### src/rtl/mem_arb_pkg.sv
// Shared types for the two-port memory arbiter.
// FSM state encoding and requester IDs used by mem_arbiter and rr_pick2.
package mem_arb_pkg;

   typedef enum logic [1:0] {
      ST_IDLE   = 2'b00,
      ST_ACCESS = 2'b01,
      ST_DONE   = 2'b10
   } state_t;

   localparam logic ID_CPU = 1'b0;
   localparam logic ID_LDR = 1'b1;

endpackage

### src/rtl/rr_pick2.sv
// Combinational 2-way picker for the memory arbiter.
// Ports: req[1:0] (bit index = requester ID), last (previous winner),
//   fixed (1: CPU wins ties), win_valid/win_id (chosen requester).
module rr_pick2
   import mem_arb_pkg::*;
(
   input  logic [1:0] req,
   input  logic       last,
   input  logic       fixed,
   output logic       win_valid,
   output logic       win_id
);

   always_comb begin
      win_valid = |req;
      win_id    = ID_CPU;
      case (req)
         2'b01:   win_id = ID_CPU;
         2'b10:   win_id = ID_LDR;
         // Tie: CPU under fixed priority, otherwise whoever did not go last.
         2'b11:   win_id = fixed ? ID_CPU : ~last;
         default: win_id = ID_CPU;
      endcase
   end

endmodule

### src/rtl/mem_arbiter.sv
// Two-port arbiter (CPU + loader) for a single shared memory.
// Ports: clk, reset (sync, active-high); per port req/we/addr/wdata in,
//   gnt/done pulses and rdata out; mem_rd/mem_wr/mem_addr/mem_wdata to the
//   memory, mem_rdata from it; busy high outside IDLE.
module mem_arbiter
   import mem_arb_pkg::*;
#(
   parameter int AW         = 6,
   parameter int DW         = 8,
   parameter int MEM_LAT    = 2,
   parameter int FIXED_PRIO = 0
) (
   input  logic          clk,
   input  logic          reset,
   input  logic          cpu_req,
   input  logic          cpu_we,
   input  logic [AW-1:0] cpu_addr,
   input  logic [DW-1:0] cpu_wdata,
   output logic          cpu_gnt,
   output logic          cpu_done,
   output logic [DW-1:0] cpu_rdata,
   input  logic          ldr_req,
   input  logic          ldr_we,
   input  logic [AW-1:0] ldr_addr,
   input  logic [DW-1:0] ldr_wdata,
   output logic          ldr_gnt,
   output logic          ldr_done,
   output logic [DW-1:0] ldr_rdata,
   output logic          mem_rd,
   output logic          mem_wr,
   output logic [AW-1:0] mem_addr,
   output logic [DW-1:0] mem_wdata,
   input  logic [DW-1:0] mem_rdata,
   output logic          busy
);

   localparam int CW = $clog2(MEM_LAT) + 1;
   localparam logic [CW-1:0] CNT_INIT = CW'(MEM_LAT - 1);
   localparam logic FIXED = (FIXED_PRIO != 0);

   state_t        state_q, state_d;
   logic [CW-1:0] cnt_q, cnt_d;
   logic          owner_q, owner_d;
   logic          we_q, we_d;
   logic          last_q, last_d;
   logic [AW-1:0] addr_q, addr_d;
   logic [DW-1:0] wdata_q, wdata_d;
   logic          cpu_gnt_q, cpu_gnt_d;
   logic          ldr_gnt_q, ldr_gnt_d;
   logic          cpu_done_q, cpu_done_d;
   logic          ldr_done_q, ldr_done_d;
   logic          mem_rd_q, mem_rd_d;
   logic          mem_wr_q, mem_wr_d;
   logic [DW-1:0] cpu_rdata_q, cpu_rdata_d;
   logic [DW-1:0] ldr_rdata_q, ldr_rdata_d;
   logic          busy_q, busy_d;

   logic          win_valid;
   logic          win_id;
   logic          sel_we;

   rr_pick2 u_pick (
      .req       ({ldr_req, cpu_req}),
      .last      (last_q),
      .fixed     (FIXED),
      .win_valid (win_valid),
      .win_id    (win_id)
   );

   always_comb begin
      state_d     = state_q;
      cnt_d       = cnt_q;
      owner_d     = owner_q;
      we_d        = we_q;
      last_d      = last_q;
      addr_d      = addr_q;
      wdata_d     = wdata_q;
      cpu_gnt_d   = 1'b0;
      ldr_gnt_d   = 1'b0;
      cpu_done_d  = 1'b0;
      ldr_done_d  = 1'b0;
      mem_rd_d    = 1'b0;
      mem_wr_d    = 1'b0;
      cpu_rdata_d = cpu_rdata_q;
      ldr_rdata_d = ldr_rdata_q;
      sel_we      = (win_id == ID_LDR) ? ldr_we : cpu_we;

      unique case (state_q)
         ST_IDLE: begin
            if (win_valid) begin
               owner_d   = win_id;
               we_d      = sel_we;
               addr_d    = (win_id == ID_LDR) ? ldr_addr : cpu_addr;
               wdata_d   = (win_id == ID_LDR) ? ldr_wdata : cpu_wdata;
               cnt_d     = CNT_INIT;
               cpu_gnt_d = (win_id == ID_CPU);
               ldr_gnt_d = (win_id == ID_LDR);
               // Strobes are registered, so they start with the grant.
               mem_rd_d  = ~sel_we;
               mem_wr_d  = sel_we;
               state_d   = ST_ACCESS;
            end
         end
         ST_ACCESS: begin
            if (cnt_q == '0) begin
               if (!we_q) begin
                  if (owner_q == ID_LDR) ldr_rdata_d = mem_rdata;
                  else                   cpu_rdata_d = mem_rdata;
               end
               cpu_done_d = (owner_q == ID_CPU);
               ldr_done_d = (owner_q == ID_LDR);
               state_d    = ST_DONE;
            end else begin
               cnt_d    = cnt_q - CW'(1);
               mem_rd_d = ~we_q;
               mem_wr_d = we_q;
            end
         end
         ST_DONE: begin
            last_d  = owner_q;
            state_d = ST_IDLE;
         end
         default: state_d = ST_IDLE;
      endcase

      busy_d = (state_d != ST_IDLE);
   end

   always_ff @(posedge clk) begin
      if (reset) begin
         state_q     <= ST_IDLE;
         cnt_q       <= '0;
         owner_q     <= ID_CPU;
         we_q        <= 1'b0;
         last_q      <= ID_LDR;
         addr_q      <= '0;
         wdata_q     <= '0;
         cpu_gnt_q   <= 1'b0;
         ldr_gnt_q   <= 1'b0;
         cpu_done_q  <= 1'b0;
         ldr_done_q  <= 1'b0;
         mem_rd_q    <= 1'b0;
         mem_wr_q    <= 1'b0;
         cpu_rdata_q <= '0;
         ldr_rdata_q <= '0;
         busy_q      <= 1'b0;
      end else begin
         state_q     <= state_d;
         cnt_q       <= cnt_d;
         owner_q     <= owner_d;
         we_q        <= we_d;
         last_q      <= last_d;
         addr_q      <= addr_d;
         wdata_q     <= wdata_d;
         cpu_gnt_q   <= cpu_gnt_d;
         ldr_gnt_q   <= ldr_gnt_d;
         cpu_done_q  <= cpu_done_d;
         ldr_done_q  <= ldr_done_d;
         mem_rd_q    <= mem_rd_d;
         mem_wr_q    <= mem_wr_d;
         cpu_rdata_q <= cpu_rdata_d;
         ldr_rdata_q <= ldr_rdata_d;
         busy_q      <= busy_d;
      end
   end

   assign cpu_gnt   = cpu_gnt_q;
   assign ldr_gnt   = ldr_gnt_q;
   assign cpu_done  = cpu_done_q;
   assign ldr_done  = ldr_done_q;
   assign cpu_rdata = cpu_rdata_q;
   assign ldr_rdata = ldr_rdata_q;
   assign mem_rd    = mem_rd_q;
   assign mem_wr    = mem_wr_q;
   assign mem_addr  = addr_q;
   assign mem_wdata = wdata_q;
   assign busy      = busy_q;

endmodule
### config.mk
export PLATFORM = sky130hd
export DESIGN_NAME = mem_arbiter
export DESIGN_NICKNAME = d
export VERILOG_FILES = /design/src/rtl/mem_arb_pkg.sv /design/src/rtl/rr_pick2.sv /design/src/rtl/mem_arbiter.sv
export SDC_FILE = /design/constraint.sdc
export NUM_CORES = 1
export LEC_CHECK = 0
export ABC_CLOCK_PERIOD_IN_PS = 2050
export CAP_MARGIN = 30
export CORE_MARGIN = 1.5
export CORE_UTILIZATION = 41
export CTS_CLUSTER_DIAMETER = 50
export DETAILED_ROUTE_END_ITERATION = 7
export HOLD_SLACK_MARGIN = 0.12
export PLACE_DENSITY = 0.79
export SYNTH_ARGS = -nofsm -noshare
export SYNTH_HDL_FRONTEND = slang
export SYNTH_SLANG_ARGS = --single-unit
export TNS_END_PERCENT = 30
### constraint.sdc
create_clock -name clk -period 2.05 [get_ports clk]
set_input_delay 0.205 -clock clk [delete_from_list [all_inputs] [get_ports clk]]
set_output_delay 0.205 -clock clk [all_outputs]
set_load 0.03 [all_outputs]
==> summary.txt, run 1 <==
Synthesis
  – Ys async rst share: 0
  – Top cells by area, synth: dfxtp_1 51%, nand2_1 14%, a311oi_1 7.1%
  – Avg Inst Size Synth: 8.43 µm²
  – Post-synth EDFFs: 0
  – Synth Register Bits: 44
  – Syn. warnings: 0
  – Synth Flop Type: dfxtp_1
  – Post-Syn Nets: about 250
  – Dominant cell type by area after synthesis: dfxtp_1
  – Post-Syn Area: around 1700 µm²
  – Share of the synthesized area in the top cell type: 0.510
  – Sequential area share after synthesis: 0.510
  – Syn Inst Count: 205
  – Distinct cells, synth: 30

Setup path
  – Critical path launch point type: register
  – Worst setup startpoint: cnt_q[0]$_SDFFE_PP0P_
  – Crit path DAT: about 1.9 ns
  – Data required time of the critical path: 2.24 ns
  – Reg2reg start: cnt_q[0]$_SDFFE_PP0P_
  – Reg-to-reg endpoint: ldr_rdata[2]$_SDFFE_PP0P_
  – Worst-path maximum fanout: 8
  – Slowest cell on crit path: or4b_1
  – R2R Setup Slk: 0.34 ns
  – Reg2Reg Depth: 6
  – Setup CP Type: reg -> reg
  – CP endpoint kind: register
  – Worst path max stage delay: 0.66 ns
  – Critical-path cell list: inv_1, ha_1, nand2_4, or4b_1, nand2_1, a21oi_1

Placement
  – Port Buf Inserts: 78
  – Place WS: 0.317 ns
  – Dpl hpwl: 3.23 mm
  – GP Congestion: 0.769

Drt
  – Drt pass-1 iters: 4
  – Via count: 1707
  – WL/cell: 13.1 µm
  – Starting DRT DRC Count: 92
  – DRT Wirelength: 4.37 mm
  – DRT antenna net count: 0
  – DR vias/cell: 5.13
  – DRC: 0

GRT
  – All-Layer GR Usage: 0.201
  – Largest net degree at the start of global routing: 29
  – GR Overflow Total: 0
  – First-pass GRT wire length: around 6.9 mm
  – Vias in the first global route: around 1600
  – Initial antenna violation count: 0

Hold path
  – WHS Path Cells: 2
  – Hold_sp: cpu_rdata[0]$_SDFFE_PP0P_
  – Hold crit path type: reg -> reg
  – Hold EP: cpu_rdata[0]$_SDFFE_PP0P_

Timing
  – Fmax: 0.583 GHz
  – Setup TNS: 0 ns
  – Min setup slack post-route: about 0.34 ns
  – Worst slew pin tran: between 0.6 and 0.7 ns
  – Final period util: 0.836
  – Hold Fails Final Rpt: 0
  – Period minus WS final: 1.71 ns
  – Clock skew: ~0.008 ns
  – Max-slew violations: 0
  – Final setup viols: 0
  – RSZ-0062 raised after global routing: no
  – Worst slew margin: 0.577

Clock network
  – Clock-pin slew on the worst setup and hold paths: 0.08 ns
  – # resized after CTS: 0
  – CTS tree: yes
  – CTS sink cnt: 44
  – Total number of H-tree levels: 2
  – Buffer count from post-CTS setup fixing: 0
  – Root Driver: clkbuf_8
  – Skew-Pair Late Insertion Delay: 0.30 ns
  – Num CTS Buffers: 5
  – Max Root-Sink Buffers: 2
  – Cts hold-fix bufs: 0

Final layout
  – Final-stage net count: 326
  – Layout area overhead: 56.8%
  – # diodes: 0
  – Fillers: 344
  – Proportion of layout cells with a drive suffix above 1: 0.0671

Die
  – Initial core utilization: 0.429
  – Chip height: 67.9 µm
  – Num ports: 79
  – Row cnt: 23
  – Core area: just over 4000 µm²
  – Die X: between 60 and 70 µm
  – Die Footprint: 4610 µm²

Pwr
  – Pwr Density: slightly below 900 nW/µm²
  – LEAKAGE: 0.000991 µW
  – Power Total: about 2300 µW
  – Max VDD drop: between 500 and 600 µV

Flow run
  – Max_cap viols: 0

Run status
  – Run status: complete, no violations
[cells in the mapped netlist (2+ instances only)]
master / instances
nand2_1: 65
dfxtp_1: 44
nor2_1: 19
a21oi_1: 18
a311oi_1: 14
clkbuf_1: 9
nor3_1: 6
buf_2: 4
a211oi_1: 2
and2_1: 2
inv_1: 2
nor2b_1: 2
[critical path, delay by kind of cell, from the launching register on]
| family | cells | cell delay [ns] |
|---|---|---|
| buffers and inverters | 1 | 0.06 |
| AND/OR/NAND/NOR | 3 | 0.92 |
| adder cells (fa/ha/maj) | 1 | 0.22 |
| AO/OA/AOI/OAI | 1 | 0.07 |
| flip-flops | 1 | 0.33 |
[worst max path at each step]
stage,to,depth (start not counted)
finish,ldr_rdata[2]$_SDFFE_PP0P_,6
global placement,mem_wdata[6]$_SDFFE_PP0P_,5
floorplan,ldr_rdata[0]$_SDFFE_PP0P_,7
global route,ldr_rdata[6]$_SDFFE_PP0P_,6
CTS,ldr_rdata[2]$_SDFFE_PP0P_,6
detailed placement,mem_wdata[5]$_SDFFE_PP0P_,5
[sequential cells by signal (all words and copies together) (netlist names)]
| name | cells |
|---|---|
| busy | 1 |
| cnt_q | 2 |
| cpu_done | 1 |
| cpu_gnt | 1 |
| cpu_rdata | 8 |
| last_q | 1 |
| ldr_done | 1 |
| ldr_gnt | 1 |
| ldr_rdata | 8 |
| mem_addr | 6 |
| mem_rd | 1 |
| mem_wdata | 8 |
| mem_wr | 1 |
| owner_q | 1 |
| state_q | 2 |
| we_q | 1 |
[cell usage in the layout, fill, tap and decap left out, drive strengths merged]
master,instances
dfxtp,44
a2bb2oi,1
or4,1
bufinv,2
nor4,2
and2,2
mux2,1
or3,1
buf,6
nor2b,2
a311oi,14
a21boi,1
clkbuf,5
nor4b,1
a211o,1
nand2,66
nor3,7
a21o,1
clkdlybuf4s50,78
or2,1
mux2i,1
nor2,19
o32ai,1
a21oi,18
inv,2
ha,1
a211oi,2
or4b,1
nand2b,1
[cell type report]
| type | instances | area [µm²] | share of cell area |
|---|---|---|---|
| clock inverters | 2 | 60.1 | 0.0222 |
| repair buffers | 84 | 838 | 0.309 |
| multi-input cells | 146 | 792 | 0.292 |
| clock buffers | 5 | 68.8 | 0.0254 |
| inverters | 2 | 7.51 | 0.00277 |
| well taps | 50 | 62.6 | 0.0231 |
| flip-flops and latches | 44 | 881 | 0.325 |
[power breakdown]
part	switching [µW]	internal [µW]
combinational	315	276
sequential	61.4	932
clock	281	479
total	657	1690
[through the flow]
stage                      util  instances  instance area [µm²]  hold WS (ns)
after floorplan               -        205                 1730         0.341
after global placement    0.641        326                 2580         0.442
after detailed placement  0.641        326                 2580         0.450
after CTS                 0.673        333                 2710         0.462
after global routing      0.673        333                 2710         0.475
final                     0.673        333                 2710         0.460
[logic make-up (layout without fill, tap and decap cells)]
| group | after synthesis | count (layout) | share of synthesized area |
|---|---|---|---|
| buf+inv | 15 | 93 | 0.0355 |
| mux | 2 | 2 | 0.0123 |
| simple gates | 104 | 104 | 0.277 |
| compound gates | 39 | 39 | 0.158 |
| fa+ha+maj | 1 | 1 | 0.00724 |
| flops | 44 | 44 | 0.510 |
[per-layer routing]
layer	up-vias	GRT usage	part of all wire
met4	0	0.0825	0.022
met2	64	0.329	0.48
li1	855	-	-
met1	779	0.230	0.41
met5	-	0	0
met3	9	0.0855	0.091
Note: power is estimated with default switching activity, not from simulation.
==> run 2, diff against run 1 <==
- ABC_CLOCK_PERIOD_IN_PS: 2050 -> 1500
- CORE_UTILIZATION: 41 -> 37
- PLACE_DENSITY: 0.79 -> 0.76
- clock period: 2.05 -> 1.5 ns (I/O delays scaled with it)
==> summary.txt, run 2 (synthesis results as in run 1) <==
Final layout
  – Fillers: 385 (+12%)
  – Commonest non-fill, non-tap cells in the layout: 65 x nand2_1, 62 x clkdlybuf4s50_1, 43 x dfxtp_1, 19 x nor2_1, 17 x a21oi_1
  – Most common cell after layout, fill and taps aside: nand2_1
  – Final-stage net count: 337 (+3.4%)
  – Multi-input gate area: 816 µm² (+3.0%)
  – # diodes: 0 (unchanged)
  – Util after Layout: 0.647 (-0.0261)
  – Proportion of layout cells with a drive suffix above 1: 0.129 (+0.0617)
  – Sequential Area: 882 µm² (+0.14%)
  – Layout area overhead: 65.2%

Setup path
  – Cell family with most CP delay: buffers and inverters
  – CP endpoint kind: primary output
  – Reg2reg start: cnt_q[0]$_SDFFE_PP0P_
  – Worst setup startpoint: mem_wdata[2]$_SDFFE_PP0P_
  – Worst path max stage delay: 0.67 ns (about the same)
  – Slowest cell on crit path: clkdlybuf4s50_1
  – Critical path launch point type: register
  – Critical-path cell list: clkdlybuf4s50_1
  – Crit path DAT: 1.31 ns (-0.59 ns)
  – R2R Setup Slk: 0.06 ns (-0.28 ns)
  – Setup CP Type: reg -> out
  – Worst-path maximum fanout: 2 (-6)
  – Data required time of the critical path: 1.35 ns (-0.89 ns)
  – Bufs and invs on worst path: 1 (unchanged)

Drt
  – DRT Wirelength: 4.35 mm (-0.53%)
  – WL/cell: 12.5 µm (-4.5%)
  – Starting DRT DRC Count: 66 (-28%)
  – Drt pass-1 iters: 4 (unchanged)
  – Via count: 1697 (-0.59%)
  – DRT antenna net count: 0 (unchanged)
  – DRC: 0 (unchanged)
  – DR vias/cell: 4.89 (-4.6%)

Placement
  – GP Congestion: 0.772 (+0.39%)
  – Dpl hpwl: 3.17 mm (-2.0%)
  – Port Buf Inserts: 78 (unchanged)

Pwr
  – Power Total: 3000 µW (+28%)
  – Comb pwr share: 0.301 (+0.049)
  – Switching pwr: 922 µW (+40%)
  – Switching part of the total: 0.307 (+0.0266)
  – Max VDD drop: 492 µV (-9.4%)
  – Cell-internal power: 2080 µW (+23%)
  – Clock share of power: 0.256 (-0.068)
  – Part of the power in registers: 0.443 (+0.019)
  – Pwr Density: 1050 nW/µm² (+22%)
  – LEAKAGE: 0.00131 µW (+32%)

Timing
  – Worst-case hold slack: 0.420 ns (-0.0394 ns)
  – Max-slew violations: 0 (unchanged)
  – Clock skew: 0.00697 ns (-0.00105 ns)
  – Worst slew pin tran: 0.339 ns (-0.294 ns)
  – Final setup viols: 0 (unchanged)
  – Final period util: 0.974
  – Worst slew margin: 0.774 (+0.197)
  – Fmax: 0.684 GHz
  – Setup TNS: 0 ns (unchanged)
  – Period minus WS final: 1.46 ns
  – RSZ-0062 raised after global routing: yes
  – Hold Fails Final Rpt: 0 (unchanged)

Die
  – Die X: 71.3 µm (+5.0%)
  – Num ports: 79 (unchanged)
  – Die Footprint: 5090 µm² (+10%)
  – Row cnt: 24 (+4.3%)
  – Initial core utilization: 0.391 (-0.0374)
  – Chip height: 71.3 µm (+5.0%)
  – Core area: 4410 µm² (+9.6%)

Hold path
  – Hold crit path type: in -> reg
  – Hold_sp: ldr_wdata[3]

GRT
  – First-pass GRT wire length: 7.11 mm (+3.0%)
  – Largest net degree at the start of global routing: 44 (+52%)
  – Initial antenna violation count: 0 (unchanged)
  – Vias in the first global route: 1549 (-2.8%)
  – All-Layer GR Usage: 0.175 (-0.0259)
  – GR Overflow Total: 0 (unchanged)

Run status
  – Run status: complete, no violations

Clock network
  – Max Root-Sink Buffers: 2 (unchanged)
  – CTS tree: yes
  – Clock-pin slew on the worst setup and hold paths: 0.08 ns (about the same)
  – Skew-Pair Late Insertion Delay: 0.30 ns (about the same)
  – Buffer count from post-CTS setup fixing: 0 (unchanged)
  – CTS sink cnt: 44 (unchanged)
  – Total number of H-tree levels: 2 (unchanged)
  – Cts hold-fix bufs: 0 (unchanged)
  – Num CTS Buffers: 5 (unchanged)
  – Root Driver: clkbuf_8

Flow run
  – Max_cap viols: 0 (unchanged)
[run 2: path summary, 6_finish.rpt]
path,cells after the start,to
setup / recovery,1,mem_wdata[2]
hold reg to reg,2,cpu_rdata[5]$_SDFFE_PP0P_
setup reg to reg,6,ldr_rdata[3]$_SDFFE_PP0P_
hold / removal,3,mem_wdata[3]$_SDFFE_PP0P_
[run 2: layer usage]
layer / part of all wire / track usage / vias to the layer above
met3: 0.077 / 0.0647 / 6
met5: 0 / 0 / -
li1: - / - / 877
met4: 0.013 / 0.0566 / 0
met2: 0.47 / 0.286 / 57
met1: 0.44 / 0.215 / 757
[run 2: layout make-up]
class	instances	share of cell area
inverters	2	0.00263
repair buffers	95	0.345
clock inverters	2	0.00526
clock buffers	6	0.0289
well taps	52	0.0228
multi-input cells	146	0.286
flip-flops and latches	44	0.309
[run 2: power groups by stage]
stage / sequential, µW / clock (µW) / combinational [µW]
after floorplan: 1540 / 0 / 293
after global placement: 1360 / 0 / 897
after detailed placement: 1360 / 0 / 908
after CTS: 1330 / 794 / 916
after global routing: 1350 / 843 / 974
final: 1330 / 769 / 904
[run 2: what timing repair did]
action | 4_1_cts | 5_1_grt
hold endpoints to repair | 0 | 0
resized for setup | 2 | 17
endpoints found under the setup margin | 10 | 18
[run 2: metrics by stage]
step / instance area, µm² / std cells / setup slack (ns)
3_3_place_gp: 2710 / 339 / -0.0462
6_report: 2850 / 347 / 0.0387
3_5_place_dp: 2710 / 339 / -0.0686
5_1_grt: 2850 / 347 / -0.00493
4_1_cts: 2810 / 347 / 0.00554
2_1_floorplan: 1750 / 205 / 0.0128
==> run 3, diff against run 2 <==
- ABC_CLOCK_PERIOD_IN_PS: 1500 -> unset
- CORE_UTILIZATION: 37 -> 50
- DONT_BUFFER_PORTS: unset -> 1
- PLACE_DENSITY: 0.76 -> 0.68
==> summary.txt, run 3 (synthesis results as in run 1) <==
Clock network
  – Skew-Pair Late Insertion Delay: 0.36 ns (+0.06 ns)
  – CTS tree: yes
  – Total number of H-tree levels: 2 (unchanged)
  – Root Driver: clkbuf_4
  – CTS sink cnt: 44 (unchanged)
  – Num CTS Buffers: 5 (unchanged)
  – Clock-pin slew on the worst setup and hold paths: 0.13 ns (+0.05 ns)
  – Max Root-Sink Buffers: 2 (unchanged)

Drt
  – WL/cell: 16.1 µm (+28%)
  – Via count: 1662 (-2.1%)
  – DRT antenna net count: 0 (unchanged)
  – DR vias/cell: 5.58 (+14%)
  – DRC: 0 (unchanged)
  – Drt pass-1 iters: 5 (+1)
  – DRT Wirelength: 4.79 mm (+10%)
  – Starting DRT DRC Count: 119 (+80%)

Final layout
  – Fillers: 245 (-36%)
  – Sequential Area: 885 µm² (+0.28%)
  – Util after Layout: 0.704 (+0.0576)
  – Most common cell after layout, fill and taps aside: nand2_1
  – Multi-input gate area: 826 µm² (+1.2%)
  – # diodes: 0 (unchanged)
  – Proportion of layout cells with a drive suffix above 1: 0.155 (+0.0259)
  – Final-stage net count: 295 (-12%)
  – Layout area overhead: 36.0%
  – Commonest non-fill, non-tap cells in the layout: 64 x nand2_1, 41 x dfxtp_1, 39 x dlygate4sd3_1, 19 x nor2_1, 15 x a21oi_1

Pwr
  – Comb pwr share: 0.206 (-0.095)
  – LEAKAGE: 0.000877 µW (-33%)
  – Power Total: 2620 µW (-13%)
  – Part of the power in registers: 0.583 (+0.140)
  – Pwr Density: 1110 nW/µm² (+5.8%)
  – Switching part of the total: 0.344 (+0.0374)
  – Cell-internal power: 1720 µW (-18%)
  – Switching pwr: 901 µW (-2.3%)
  – Max VDD drop: 599 µV (+22%)
  – Clock share of power: 0.211 (-0.045)

Timing
  – Final setup viols: 9 (+9)
  – Setup TNS: -0.243 ns (-0.243 ns)
  – Final period util: 1.05 (+0.0772)
  – Max-slew violations: 0 (unchanged)
  – Clock skew: 0.0134 ns (+0.00648 ns)
  – Fmax: 0.634 GHz (-7.3%)
  – RSZ-0062 raised after global routing: yes
  – Hold Fails Final Rpt: 0 (unchanged)
  – Worst slew margin: 0.666 (-0.108)
  – Period minus WS final: 1.58 ns (+0.116 ns)
  – Min setup slack post-route: -0.0771 ns (-0.116 ns)
  – Worst slew pin tran: 0.500 ns (+0.161 ns)
  – Worst-case hold slack: 0.191 ns (-0.230 ns)

Die
  – Chip height: 61.8 µm (-13%)
  – Die Footprint: 3820 µm² (-25%)
  – Die X: 61.8 µm (-13%)
  – Initial core utilization: 0.518 (+0.126)
  – Core area: 3340 µm² (-24%)
  – Num ports: 79 (unchanged)
  – Row cnt: 21 (-13%)

Placement
  – GP Congestion: 0.732 (-5.2%)
  – Place WS: -0.0572 ns (+0.0114 ns)
  – Dpl hpwl: 2.78 mm (-12%)
  – Port Buf Inserts: 0 (-100%)

Setup path
  – Worst-path maximum fanout: 7 (+5)
  – CP endpoint kind: register
  – Critical path launch point type: register
  – Crit path DAT: 1.89 ns (+0.58 ns)
  – Data required time of the critical path: 1.81 ns (+0.46 ns)
  – Setup CP Type: reg -> reg

Flow run
  – Max_cap viols: 0 (unchanged)

Run status
  – Failing checks: setup timing
  – Run status: complete, but fails checks

GRT
  – Met3 usage: 0.0766 (+0.0119)
  – Vias in the first global route: 1525 (-1.5%)
  – Largest net degree at the start of global routing: 44 (unchanged)
  – GR peak layer: met2
  – First-pass GRT wire length: 7.02 mm (-1.3%)
  – M2 GR Usage: 0.420 (+0.134)
  – Initial antenna violation count: 0 (unchanged)
  – All-Layer GR Usage: 0.255 (+0.0795)
  – GR Overflow Total: 0 (unchanged)
  – Met1 usage: 0.288 (+0.0732)

Hold path
  – Hold crit path type: in -> reg
-- run 3: area by class of cell --
type	instances	area share
Clock inverter	2	0.00532
Clock buffer	5	0.0160
Tap cell	46	0.0245
Sequential cell	44	0.376
Inverter	2	0.00319
Timing Repair Buffer	53	0.223
Multi-Input combinational cell	146	0.351
-- run 3: path summary, 6_finish.rpt --
kind	from	endpoint	slack, ns	depth (start not counted)
setup / recovery	cnt_q[0]$_SDFFE_PP0P_	ldr_rdata[6]$_SDFFE_PP0P_	-0.08	8
hold / removal	cpu_we	mem_wr$_SDFF_PP0_	0.19	2
setup reg to reg	cnt_q[0]$_SDFFE_PP0P_	ldr_rdata[6]$_SDFFE_PP0P_	-0.08	8
hold reg to reg	cnt_q[1]$_SDFFE_PP0P_	cnt_q[1]$_SDFFE_PP0P_	0.57	3
-- run 3: power groups by stage --
stage	combinational (µW)	clock (µW)	sequential, µW
2_1_floorplan	293	0	1540
4_1_cts	503	555	1520
6_report	540	552	1520
5_1_grt	600	609	1540
3_3_place_gp	371	0	1540
3_5_place_dp	392	0	1550
-- run 3: metal layers --
metal	wire (µm)	share of wire
met3	263	0.055
met2	2480	0.52
met4	217	0.045
met5	0	0
met1	1820	0.38
-- run 3: what timing repair did --
item | CTS | global route
hold buffers | 40 | 0
pin swaps | 0 | 6
resized for setup | 2 | 7
setup endpoints to repair | 9 | 17
endpoints found under the hold margin | 44 | 0
setup buffers | 0 | 4
-- run 3: critical path, stage by stage (launching register included) --
cell,delay (ns)
dfxtp_2,0.35
inv_2,0.07
ha_4,0.14
nand2_4,0.07
buf_6,0.12
nor4b_4,0.40
buf_4,0.19
nand2_2,0.05
a21oi_2,0.13
-- run 3: stage by stage --
step,cell area (µm²),instances
floorplan,1750,205
global placement,1830,247
detailed placement,1830,247
CTS,2300,294
global route,2350,298
finish,2350,298
